===== src/rtl/microwave_timer_ctrl_if.sv =====
// ---------------------------------------------------------------------------
// microwave_timer_ctrl_if
// Signal bundle between the keypad/prescaler/door side and the microwave
// countdown controller.
//   master : drives tick, key_valid, key_digit, start, stop, clear,
//            door_closed; observes the display digits, mag_on, done and
//            the controller state.
//   slave  : the controller; the mirror image of master.
// Handshake: every command input is a one-cycle strobe sampled on the rising
// clock edge; there is no ready/backpressure, so a strobe present on an edge
// is either acted on at that edge or dropped. door_closed is a level.
// state_dbg exposes the FSM state (0 IDLE, 1 RUN, 2 PAUSE, 3 DONE).
// ---------------------------------------------------------------------------
interface microwave_timer_ctrl_if;
   logic       tick;
   logic       key_valid;
   logic [3:0] key_digit;
   logic       start;
   logic       stop;
   logic       clear;
   logic       door_closed;
   logic [3:0] min;
   logic [3:0] sec_tens;
   logic [3:0] sec_ones;
   logic       mag_on;
   logic       done;
   logic [1:0] state_dbg;

   modport master (
      output tick, key_valid, key_digit, start, stop, clear, door_closed,
      input  min, sec_tens, sec_ones, mag_on, done, state_dbg
   );

   modport slave (
      input  tick, key_valid, key_digit, start, stop, clear, door_closed,
      output min, sec_tens, sec_ones, mag_on, done, state_dbg
   );
endinterface


===== src/rtl/microwave_timer_ctrl.sv =====
// ---------------------------------------------------------------------------
// microwave_timer_ctrl
// Countdown controller for a three-digit M:ST:SO display (max 9:59).
// Ports:
//   clk  - system clock, rising edge
//   rst  - synchronous, active-high reset
//   bus  - microwave_timer_ctrl_if.slave: keypad entry, start/stop/clear
//          strobes, door level, 1 Hz tick in; BCD digits, mag_on, done and
//          FSM state out.
// Parameter:
//   DONE_TICKS - number of ticks done stays high before returning to IDLE.
// Event priority within a cycle: clear > stop > door open > start >
// key_valid > tick. Events that have no effect in the current state do not
// block lower-priority ones.
// ---------------------------------------------------------------------------
module microwave_timer_ctrl #(
   parameter int DONE_TICKS = 3
) (
   input  logic                  clk,
   input  logic                  rst,
   microwave_timer_ctrl_if.slave bus
);

   localparam int CW = (DONE_TICKS < 2) ? 1 : $clog2(DONE_TICKS + 1);

   typedef enum logic [1:0] {
      S_IDLE  = 2'd0,
      S_RUN   = 2'd1,
      S_PAUSE = 2'd2,
      S_DONE  = 2'd3
   } state_t;

   state_t        state_q, state_d;
   logic [3:0]    min_q, min_d;
   logic [3:0]    st_q, st_d;
   logic [3:0]    so_q, so_d;
   logic [CW-1:0] dcnt_q, dcnt_d;

   logic time_zero;
   logic time_one;
   logic key_ok;

   assign time_zero = (min_q == 4'd0) && (st_q == 4'd0) && (so_q == 4'd0);
   assign time_one  = (min_q == 4'd0) && (st_q == 4'd0) && (so_q == 4'd1);
   // Rejecting a shift when sec_ones > 5 keeps sec_tens a legal 0..5 digit.
   assign key_ok    = (bus.key_digit <= 4'd9) && (so_q <= 4'd5);

   always_ff @(posedge clk) begin
      if (rst) begin
         state_q <= S_IDLE;
         min_q   <= 4'd0;
         st_q    <= 4'd0;
         so_q    <= 4'd0;
         dcnt_q  <= '0;
      end else begin
         state_q <= state_d;
         min_q   <= min_d;
         st_q    <= st_d;
         so_q    <= so_d;
         dcnt_q  <= dcnt_d;
      end
   end

   always_comb begin
      state_d = state_q;
      min_d   = min_q;
      st_d    = st_q;
      so_d    = so_q;
      dcnt_d  = dcnt_q;

      if (bus.clear) begin
         state_d = S_IDLE;
         min_d   = 4'd0;
         st_d    = 4'd0;
         so_d    = 4'd0;
      end else begin
         case (state_q)
            S_IDLE: begin
               if (bus.stop) begin
                  min_d = 4'd0;
                  st_d  = 4'd0;
                  so_d  = 4'd0;
               end else if (bus.start && bus.door_closed && !time_zero) begin
                  state_d = S_RUN;
               end else if (bus.key_valid && key_ok) begin
                  min_d = st_q;
                  st_d  = so_q;
                  so_d  = bus.key_digit;
               end
            end

            S_RUN: begin
               // Pausing wins over a coincident tick, which is dropped.
               if (bus.stop || !bus.door_closed) begin
                  state_d = S_PAUSE;
               end else if (bus.tick) begin
                  if (time_one) begin
                     state_d = S_DONE;
                     so_d    = 4'd0;
                     dcnt_d  = '0;
                  end else if (so_q != 4'd0) begin
                     so_d = so_q - 4'd1;
                  end else begin
                     so_d = 4'd9;
                     if (st_q != 4'd0) begin
                        st_d = st_q - 4'd1;
                     end else begin
                        st_d  = 4'd5;
                        min_d = min_q - 4'd1;
                     end
                  end
               end
            end

            S_PAUSE: begin
               if (bus.stop) begin
                  state_d = S_IDLE;
                  min_d   = 4'd0;
                  st_d    = 4'd0;
                  so_d    = 4'd0;
               end else if (bus.start && bus.door_closed) begin
                  state_d = S_RUN;
               end
            end

            S_DONE: begin
               min_d = 4'd0;
               st_d  = 4'd0;
               so_d  = 4'd0;
               if (bus.start || bus.stop || !bus.door_closed) begin
                  state_d = S_IDLE;
               end else if (bus.tick) begin
                  if (dcnt_q == CW'(DONE_TICKS - 1)) begin
                     state_d = S_IDLE;
                     dcnt_d  = '0;
                  end else begin
                     dcnt_d = dcnt_q + CW'(1);
                  end
               end
            end

            default: state_d = S_IDLE;
         endcase
      end
   end

   assign bus.min       = min_q;
   assign bus.sec_tens  = st_q;
   assign bus.sec_ones  = so_q;
   assign bus.mag_on    = (state_q == S_RUN);
   assign bus.done      = (state_q == S_DONE);
   assign bus.state_dbg = state_q;

endmodule


===== src/flat_wrapper.sv =====
// flat-port wrapper written by rule: the top's interface ports become plain ports
module microwave_timer_ctrl_flat 
#(
   parameter int DONE_TICKS = 3
)
  (clk, rst, bus_tick, bus_key_valid, bus_key_digit, bus_start, bus_stop, bus_clear, bus_door_closed, bus_min, bus_sec_tens, bus_sec_ones, bus_mag_on, bus_done, bus_state_dbg);
  microwave_timer_ctrl_if bus_i ();
  input  logic clk;
  input  logic rst;
  input wire logic [$bits(bus_i.tick)-1:0] bus_tick;
  input wire logic [$bits(bus_i.key_valid)-1:0] bus_key_valid;
  input wire logic [$bits(bus_i.key_digit)-1:0] bus_key_digit;
  input wire logic [$bits(bus_i.start)-1:0] bus_start;
  input wire logic [$bits(bus_i.stop)-1:0] bus_stop;
  input wire logic [$bits(bus_i.clear)-1:0] bus_clear;
  input wire logic [$bits(bus_i.door_closed)-1:0] bus_door_closed;
  output wire logic [$bits(bus_i.min)-1:0] bus_min;
  output wire logic [$bits(bus_i.sec_tens)-1:0] bus_sec_tens;
  output wire logic [$bits(bus_i.sec_ones)-1:0] bus_sec_ones;
  output wire logic [$bits(bus_i.mag_on)-1:0] bus_mag_on;
  output wire logic [$bits(bus_i.done)-1:0] bus_done;
  output wire logic [$bits(bus_i.state_dbg)-1:0] bus_state_dbg;
  assign bus_i.tick = bus_tick;
  assign bus_i.key_valid = bus_key_valid;
  assign bus_i.key_digit = bus_key_digit;
  assign bus_i.start = bus_start;
  assign bus_i.stop = bus_stop;
  assign bus_i.clear = bus_clear;
  assign bus_i.door_closed = bus_door_closed;
  assign bus_min = bus_i.min;
  assign bus_sec_tens = bus_i.sec_tens;
  assign bus_sec_ones = bus_i.sec_ones;
  assign bus_mag_on = bus_i.mag_on;
  assign bus_done = bus_i.done;
  assign bus_state_dbg = bus_i.state_dbg;
  microwave_timer_ctrl #(.DONE_TICKS(DONE_TICKS)) u_core (.clk(clk), .rst(rst), .bus(bus_i));
endmodule

===== config.mk =====
export PLATFORM = sky130hd
export DESIGN_NAME = microwave_timer_ctrl_flat
export DESIGN_NICKNAME = d
export VERILOG_FILES = /design/src/rtl/microwave_timer_ctrl_if.sv /design/src/rtl/microwave_timer_ctrl.sv /design/src/flat_wrapper.sv
export SDC_FILE = /design/constraint.sdc
export NUM_CORES = 1
export LEC_CHECK = 0
export BUFFER_PORTS_ARGS = -buffer_cell sky130_fd_sc_hd__buf_2
export CAP_MARGIN = 10
export CELL_PAD_IN_SITES_DETAIL_PLACEMENT = 1
export CELL_PAD_IN_SITES_GLOBAL_PLACEMENT = 2
export CORE_AREA = 10 10 77 79
export CTS_CLUSTER_SIZE = 14
export DETAILED_ROUTE_END_ITERATION = 8
export DIE_AREA = 0 0 87 89
export GPL_TIMING_DRIVEN = 0
export PLACE_DENSITY_LB_ADDON = 0.25
export SYNTH_ARGS = -nofsm -noshare
export SYNTH_HDL_FRONTEND = slang
export SYNTH_SLANG_ARGS = --single-unit

===== constraint.sdc =====
create_clock -name clk -period 2.7 [get_ports clk]
set_clock_uncertainty 0.1 [all_clocks]
set_input_delay 0.54 -clock clk [delete_from_list [all_inputs] [get_ports clk]]
set_output_delay 0.54 -clock clk [all_outputs]
set_load 0.01 [all_outputs]

==> impl_metrics.tcl, run 1 <==
set metrics [dict create \
    cts_hold_buf 0 \
    ys.flop_type "dfxtp_1" \
    antenna_left 0 \
    ys_seq_area_share_pct 25.2 \
    crit_family "simple AND/OR/NAND/NOR gates" \
    clock_latency_ns 0.25 \
    drv_cap 0 \
    grt_pass1_wl_microns 6660 \
    synth_edf_count 0 \
    fin_crit_sh_pct 84.2 \
    setup_tns_ns 0 \
    drive_above_1_share_pct 32.4 \
    use_met3_pct 3.01 \
    drtIter0Drc 51 \
    path_class "reg -> reg" \
    routabilityCongestion 0.766 \
    finalHoldViolations 0 \
    async_flop_share_pct 0 \
    coreArea_sq_um 4540 \
    ys_seq_elements 16 \
    grtUsageMet2_pct 19.0 \
    cts.sinks 16 \
    power.share.switching_pct 33.0 \
    synth.avg_cell_area_sq_um 8.84 \
    layout.nets 194 \
    cts_resized 0 \
    first_pass_iters 4 \
    vdd_drop_max_v 0.000151 \
    slew_headroom_pct 49.2 \
    p_seq_share_pct 38.2 \
    grt_setup_unrepaired "no" \
    cp.required_ns 2.77 \
    antenna_found_initial 0 \
    routed_wl_microns 3960 \
    cts_root_buf "clkbuf_8" \
    synth_fp_nets 161 \
    worstPathMaxFanout 10 \
    crit_chain "inv_1, ha_1, nor3b_4, a311oi_4, nor3_2, buf_6, a21oi_1, a211oi_2" \
    grt_start_max_net_pins 11 \
    rows 25 \
    status "complete, no violations" \
    total_power_uw 685 \
    internal_power_uw 459 \
    drc 0 \
    wl_per_cell_microns 17.2 \
    finalHoldWorstSlack_ns 0.383 \
    worst_pin_slew_ns 0.762 \
    grt_pass1_vias 1396 \
    cp.arrival_ns 2.35 \
    die_x_microns 87 \
    postLayoutCoreUtil_pct 33.8 \
    viasPerCell 5.35 \
    busiest_layer "met2" \
    combPwrFrac_pct 29.1 \
    switchingPower_uw 226 \
    clkTransAtPathRegs_ns 0.07 \
    pin_count 28 \
    hp-class "in -> reg" \
    vias 1231 \
    dieArea_sq_um 7740 \
    die_y_microns 89 \
    io_buffers 27 \
    cp-end-kind "register" \
    initial_utilization_pct 28.1 \
    htreeDepth 1 \
    cts_buffers 3 \
    cellPowerDensity_nw_per_um2 446 \
    gr-usage-all-layers_pct 10.6 \
    clk_path_buf_depth 2 \
    area_growth_pct 20.6 \
    finalSetupViolCount 0 \
    cts_tree "yes" \
    critical_path.startpoint_type "register" \
    met1_usage_pct 11.6 \
    yosys.cell_types.count 49 \
    fin_crit_ns 2.27 \
    post_cts_buffers 0 \
    overflow 0 \
    clock.fmax_mhz 440 \
    slew_viol_final 0 \
    path_buf_inv 2 \
    yosys_warnings 0 \
    cpMaxStageDelayCell "dfxtp_1" \
    syn-instance-count 144 \
    cp_slowest_stage_delay_ns 0.37 \
    p_leak_nw 0.618 \
    synth_area_sq_um 1270 \
    dp_hpwl_microns 3180 \
    diodes 0 \
    clkPwrFrac_pct 32.7 \
]
==> Yosys cell counts (2+ instances only) <==
master	number	area share [%]
inv_1	11	3.2
mux2i_1	3	2.4
o21ai_0	3	1.2
dfxtp_1	16	25
nor3b_1	2	1.2
o31ai_1	2	1.2
xor2_1	4	2.8
nor3_1	8	3.1
a21o_1	2	1.2
ha_1	5	4.9
a21oi_1	10	3.9
buf_2	3	1.2
a22oi_1	6	3.5
nor4_1	2	0.98
a211oi_2	6	5.9
a31oi_1	3	1.5
a211oi_1	6	3.5
nand2_1	3	0.88
nand2b_1	3	1.5
nor3b_4	2	3.0
o22ai_1	2	0.98
nor2_1	12	3.5
nand3_1	4	1.6
==> cell families after synthesis <==
| family | count (synthesis) | synth area share, % |
|---|---|---|
| buffers and inverters | 19 | 6.78 |
| adders and majority gates | 5 | 4.92 |
| xor gates and xnor gates | 4 | 2.75 |
| and+or+nand+nor | 48 | 25.8 |
| muxes | 3 | 2.36 |
| AOI/OAI and AO/OA | 49 | 32.3 |
| DFF | 16 | 25.2 |
==> layer usage <==
metal / part of all wire, % / up-vias
li1: - / 610
met1: 43 / 591
met2: 49 / 24
met3: 5.4 / 6
met4: 1.9 / 0
met5: 0 / -
==> worst reg2reg max path: cells and delay by family, from the launching register on <==
kind	cells	cell delay, ns
AO/OA/AOI/OAI	3	0.45
flip-flops	1	0.37
AND/OR/NAND/NOR	2	0.70
adder cells (fa/ha/maj)	1	0.23
buffers and inverters	2	0.35
==> state kept, by name (all words and copies together), names as in the netlist <==
name and cells:
u_core.bus.sec_tens 4, u_core.bus.state_dbg 2, u_core.bus.sec_ones 4, u_core.bus.min 4, u_core.dcnt_q 2
==> stage by stage <==
| step | setup WS (ns) | cell area (sq um) | cells |
|---|---|---|---|
| floorplan | 0.616 | 1270 | 144 |
| global placement | 0.393 | 1480 | 225 |
| detailed placement | 0.396 | 1480 | 225 |
| CTS | 0.391 | 1530 | 229 |
| global route | 0.244 | 1540 | 230 |
| finish | 0.426 | 1540 | 230 |
==> final timing paths <==
| kind | end | from | cells past startpoint | slack, ns |
|---|---|---|---|---|
| worst max register to register | u_core.bus.sec_tens[1] | u_core.bus.sec_ones[0] | 8 | 0.43 |
| worst min register to register | u_core.bus.min[1] | u_core.bus.min[1] | 2 | 0.43 |
| worst max-delay path | u_core.bus.sec_tens[1] | u_core.bus.sec_ones[0] | 8 | 0.43 |
| worst min-delay path | u_core.dcnt_q[1] | rst | 2 | 0.38 |
==> power by group through the flow <==
stage | Combinational, mW | Clock (mW) | Sequential, mW
3_3_place_gp | 0.196 | 0 | 0.267
5_1_grt | 0.222 | 0.241 | 0.264
4_1_cts | 0.202 | 0.235 | 0.262
2_1_floorplan | 0.141 | 0 | 0.268
3_5_place_dp | 0.201 | 0 | 0.268
6_report | 0.199 | 0.224 | 0.262
==> placed cells by master (no fill, tap or decap), drive strengths merged, types with 2 or more instances in the layout <==
master    n
nand3     4
inv      12
nor4      3
a41oi     2
or3b      2
nand2b    3
a21oi    10
xor2      4
o22ai     2
a21o      2
o31ai     2
dfxtp    16
a211oi   12
buf      34
ha        5
o21ai     3
nand2     3
nor2     12
a22oi     6
clkbuf    5
a2111oi   2
mux2i     3
nor3b     5
nor3      9
a31oi     3
==> cell type report <==
class	instances	area, sq um
fill	541	3000
multi-input combinational	109	866
sequential	16	320
timing repair buffer	28	140
tap	54	67.6
clock buffer	4	55.1
inverter	12	45.0
buffer	7	41.3
Note: power is estimated with default switching activity, not from simulation.
==> inputs of run 2 (changes only) <==
==> constraint.sdc (replaced) <==
create_clock -name clk -period 2.3 [get_ports clk]
set_clock_uncertainty 0.1 [all_clocks]
set_input_delay 0.46 -clock clk [delete_from_list [all_inputs] [get_ports clk]]
set_output_delay 0.46 -clock clk [all_outputs]
set_load 0.01 [all_outputs]
==> run 2 against run 1 <==
Non-clock buffer count is 4 higher; sequential cell count did not move; core utilization grew 1.2 points; worst setup slack got worse by 0.32 ns; via count increased by 0.81%; critical endpoint unchanged.
==> impl_metrics.tcl, run 2 (synthesis results as in run 1) <==
set metrics [dict create \
    fin_crit_sh_pct 95.3 \
    layout_common_cells "31 x buf_2, 15 x dfxtp_1, 12 x nor2_1" \
    dieArea_sq_um 7740 \
    io_buffers 27 \
    place_area_sq_um 1480 \
    worstPathMaxFanout 10 \
    cp.arrival_ns 2.20 \
    status "complete, no violations" \
    drive_above_1_share_pct 35.0 \
    gr-usage-all-layers_pct 10.6 \
    hp-class "in -> reg" \
    crit_chain "inv_1, ha_1, or3b_1, a41oi_4, nor3_4, buf_6, a21oi_1, a211oi_2" \
    layout.nets 198 \
    first_pass_iters 3 \
    vdd_drop_max_v 0.000178 \
    fillers 542 \
    reg2reg_slack_ns 0.11 \
    antenna_found_initial 0 \
    pin_count 28 \
    rr_startpoint "u_core.bus.sec_ones[1]" \
    wl_per_cell_microns 17.2 \
    cp-end-kind "register" \
    combPwrFrac_pct 31.1 \
    die_x_microns 87 \
    internal_power_uw 556 \
    coreArea_sq_um 4540 \
    mostFrequentLayoutCell "buf_2" \
    finish.instance_area_sq_um 1590 \
    clock.fmax_mhz 456 \
    cp.required_ns 2.31 \
    fin_crit_ns 2.19 \
    drc 0 \
    vias 1241 \
    viasPerCell 5.30 \
    cts_hold_buf 0 \
    area_growth_pct 25.0 \
    p_seq_share_pct 37.1 \
    total_power_uw 829 \
    clock_latency_ns 0.25 \
    finalHoldViolations 0 \
    diodes 0 \
    cp_slowest_stage_delay_ns 0.43 \
    worst_pin_slew_ns 0.767 \
    clkTransAtPathRegs_ns 0.07 \
    finalSetupViolCount 0 \
    drtIter0Drc 53 \
    drv_cap 0 \
    rows 25 \
    cts_tree "yes" \
    crit_path_start "u_core.bus.sec_ones[1]" \
    setup_tns_ns 0 \
    power.share.switching_pct 33.0 \
    clkPwrFrac_pct 31.7 \
    cpMaxStageDelayCell "dfxtp_1" \
    rr_worst_depth 8 \
    p_leak_nw 0.641 \
    crit-reg2reg-capture "u_core.bus.sec_tens[1]" \
    switchingPower_uw 274 \
    cts_root_buf "clkbuf_8" \
    slew_headroom_pct 48.9 \
    grt_pass1_wl_microns 6660 \
    die_y_microns 89 \
    htreeDepth 1 \
    cellPowerDensity_nw_per_um2 521 \
    cts.sinks 16 \
    clk_path_buf_depth 2 \
    antenna_left 0 \
    hold_path_end "u_core.dcnt_q[1]" \
    routed_wl_microns 4020 \
    grt_pass1_vias 1396 \
    dp_hpwl_microns 3180 \
    routabilityCongestion 0.766 \
    whs_path_depth 2 \
    slew_viol_final 0 \
    overflow 0 \
    path_class "reg -> reg" \
    cts_buffers 3 \
    initial_utilization_pct 28.1 \
    grt_start_max_net_pins 11 \
    hp-start "rst" \
    critical_path.startpoint_type "register" \
]
## run 2: what timing repair did
action	4_1_cts	5_1_grt
gates resized for setup	0	4
setup endpoints to repair	1	14
setup buffers	0	4
pin swaps	1	3
## run 2: worst max-delay path by stage
stage	slack (ns)	endpoint	cells after the start
2_1_floorplan	0.22	u_core.bus.sec_tens[2]	8
3_3_place_gp	0.05	u_core.bus.sec_tens[2]	8
3_5_place_dp	0.006	u_core.bus.sec_tens[1]	8
4_1_cts	0.01	u_core.bus.sec_tens[1]	8
5_1_grt	-0.02	u_core.bus.sec_ones[2]	9
6_report	0.11	u_core.bus.sec_tens[1]	8
## run 2: metrics by stage
step	setup slack, ns	std cells	hold slack [ns]	util, %
CTS	0.0135	229	0.302	33.7
finish	0.108	234	0.303	35.1
global placement	0.0486	225	0.408	32.5
global route	-0.0218	234	0.316	35.1
detailed placement	0.00624	225	0.419	32.5
floorplan	0.216	144	0.391	-
## run 2: area by class of cell
cell class              instances  area [sq um]  area share [%]
plain buffers                   7          41.3            2.60
clock buffers                   4          55.1            3.46
inverters                      12          45.0            2.83
multi-input cells             109           890            55.9
flip-flops and latches         16           322            20.2
well taps                      54          67.6            4.25
repair buffers                 32           170            10.7
## run 2: routing by layer
| metal | part of all wire [%] | track usage (%) |
|---|---|---|
| met3 | 5.3 | 3.01 |
| met5 | 0 | 0 |
| met2 | 49 | 19.0 |
| met1 | 43 | 11.6 |
| met4 | 2.0 | 3.68 |
## run 2: power groups by stage
stage                     clock network [mW]  registers [mW]  logic (mW)
after floorplan                            0           0.315       0.165
after global placement                     0           0.313       0.230
after detailed placement                   0           0.314       0.236
after CTS                              0.276           0.308       0.237
after global routing                   0.284           0.310       0.286
final                                  0.263           0.308       0.258
## run 2: worst max-delay path: cells and delay by family (launching register included)
family / cells / cell delay [ns]
compound gates: 3 / 0.47
simple gates: 2 / 0.53
buf+inv: 2 / 0.29
fa+ha+maj: 1 / 0.23
flops: 1 / 0.43
==> inputs of run 3 (changes only) <==
--- a/config.mk
+++ b/config.mk
@@ -5,7 +5,7 @@
 export SDC_FILE = /design/constraint.sdc
 export NUM_CORES = 1
 export LEC_CHECK = 0
-export BUFFER_PORTS_ARGS = -buffer_cell sky130_fd_sc_hd__buf_2
+export BUFFER_PORTS_ARGS = -buffer_cell sky130_fd_sc_hd__buf_4
 export CAP_MARGIN = 10
 export CELL_PAD_IN_SITES_DETAIL_PLACEMENT = 1
 export CELL_PAD_IN_SITES_GLOBAL_PLACEMENT = 2
==> run 3 against run 2 <==
Maximum frequency decreased by 0.20%; non-clock buffer count decreased by 2; wire length is 2.5% lower; sequential cell count is the same; critical path depth unchanged; combinational power up 2%; largest cell class unchanged; largest power group unchanged; highest routed layer unchanged.
==> impl_metrics.tcl, run 3 (synthesis results as in run 1) <==
set metrics [dict create \
    die_y_microns 89 \
    slew_headroom_pct 52.2 \
    switchingPower_uw 268 \
    cts_tree "yes" \
    fillers 536 \
    cp.arrival_ns 2.27 \
    clkTransAtPathRegs_ns 0.07 \
    cts_root_buf "clkbuf_8" \
    path_class "reg -> reg" \
    cp-end-kind "register" \
    reg2reg_slack_ns 0.10 \
    cts_buffers 3 \
    coreArea_sq_um 4540 \
    fin_crit_ns 2.20 \
    fin_cells 232 \
    drc 0 \
    worstPathMaxFanout 6 \
    grt_start_max_net_pins 11 \
    cpMaxStageDelayCell "dfxtp_1" \
    initial_utilization_pct 28.1 \
    diodes 0 \
    power.share.switching_pct 32.2 \
    cellPowerDensity_nw_per_um2 503 \
    multi_input_area_sq_um 895 \
    clk_path_buf_depth 2 \
    hold_path_end "u_core.dcnt_q[0]" \
    area_growth_pct 29.7 \
    slew_viol_final 0 \
    critical_path.startpoint_type "register" \
    layout.nets 196 \
    fin_ws_ns 0.103 \
    rr_startpoint "u_core.bus.sec_ones[0]" \
    drv_cap 0 \
    finalHoldWorstSlack_ns 0.286 \
    clock_latency_ns 0.26 \
    hp-class "in -> reg" \
    pin_count 28 \
    post-place-ws_ns 0.00406 \
    finalHoldViolations 0 \
    combPwrFrac_pct 31.6 \
    dp_hpwl_microns 3130 \
    crit_family "simple AND/OR/NAND/NOR gates" \
    postLayoutCoreUtil_pct 36.4 \
    vdd_drop_max_v 0.000182 \
    overflow 0 \
    setup_tns_ns 0 \
    dieArea_sq_um 7740 \
    whs_path_depth 2 \
    path_buf_inv 2 \
    finalSetupViolCount 0 \
    antenna_found_initial 0 \
    first_pass_iters 4 \
    clkPwrFrac_pct 31.3 \
    crit_chain "inv_1, ha_1, or3b_1, a41oi_4, nor3_4, buf_4, and2_4, a211oi_2" \
    drive_above_1_share_pct 34.8 \
    cts.sinks 16 \
    io_buffers 27 \
    die_x_microns 87 \
    total_power_uw 830 \
    grt_pass1_wl_microns 6620 \
    place_area_sq_um 1540 \
    grt_pass1_vias 1355 \
    p_seq_share_pct 37.1 \
    fin_crit_sh_pct 95.5 \
    seqCellArea_sq_um 322 \
    dp_cells 225 \
    htreeDepth 1 \
    cp.required_ns 2.37 \
    status "complete, no violations" \
    internal_power_uw 563 \
    gr-usage-all-layers_pct 10.6 \
    antenna_left 0 \
    routed_wl_microns 3910 \
    crit-reg2reg-capture "u_core.bus.sec_tens[3]" \
    p_leak_nw 0.645 \
    worst_pin_slew_ns 0.718 \
    rows 25 \
    hp-start "rst" \
    drtIter0Drc 28 \
    wl_per_cell_microns 16.9 \
    layout_common_cells "31 x buf_4, 15 x dfxtp_1, 12 x nor2_1" \
    vias 1244 \
    cp_slowest_stage_delay_ns 0.43 \
    routabilityCongestion 0.770 \
    clock.fmax_mhz 455 \
    mostFrequentLayoutCell "buf_4" \
    rr_worst_depth 8 \
    finish.instance_area_sq_um 1650 \
    viasPerCell 5.36 \
]
[run 3: changes by cell type in the layout (fill, tap and decap cells not counted)]
cell	before	now
buf_2	31	3
buf_4	5	31
nor3_1	8	7
nor3_2	0	1
o21ai_0	3	2
o21ai_1	0	1
[run 3: power groups by stage]
stage | clock network [mW] | registers (mW) | logic, mW
2_1_floorplan | 0 | 0.315 | 0.165
3_3_place_gp | 0 | 0.314 | 0.241
4_1_cts | 0.272 | 0.308 | 0.252
6_report | 0.260 | 0.308 | 0.262
3_5_place_dp | 0 | 0.314 | 0.247
5_1_grt | 0.285 | 0.311 | 0.292
[run 3: worst max path at each step]
stage	startpoint	end	slack, ns	cells after the start
2_1_floorplan	u_core.bus.sec_ones[0]	u_core.bus.sec_tens[2]	0.22	8
3_3_place_gp	u_core.bus.sec_ones[0]	u_core.bus.sec_tens[2]	0.05	8
3_5_place_dp	u_core.bus.sec_ones[0]	u_core.bus.sec_tens[1]	0.004	8
4_1_cts	u_core.bus.sec_ones[0]	u_core.bus.sec_ones[2]	0.004	8
5_1_grt	u_core.bus.sec_ones[0]	u_core.bus.sec_ones[2]	-0.002	8
6_report	u_core.bus.sec_ones[0]	u_core.bus.sec_tens[3]	0.10	8
[run 3: final cells by class]
type	count	area share, %
inverter	12	2.73
sequential	16	19.5
tap	54	4.09
timing repair buffer	30	13.6
clock buffer	4	3.34
multi-input combinational	109	54.2
buffer	7	2.50
[run 3: per-layer routing]
metal  share of wire [%]  GRT usage (%)  vias to the layer above  wire (microns)
met3                 5.3           3.19                        5             208
met5                   0              0                        -               0
met2                  48           18.0                       21            1890
met1                  45           12.1                      604            1750
met4                 1.5           4.27                        0              58
li1                    -              -                      614               -
[run 3: repair_timing]
action                                  in CTS  in global routing
buffers inserted                             1                  2
resized for setup                            0                  6
hold buffers                                 0                  0
endpoints found under the setup margin       3                 13
pin swaps                                    1                  5
gates cloned                                 0                  0
[run 3: worst reg2reg max path: stages, from the launching register on]
cell and delay [ns]:
dfxtp_1 0.43, inv_1 0.13, ha_1 0.24, or3b_1 0.40, a41oi_4 0.23, nor3_4 0.10, buf_4 0.15, and2_4 0.15
a211oi_2 0.17
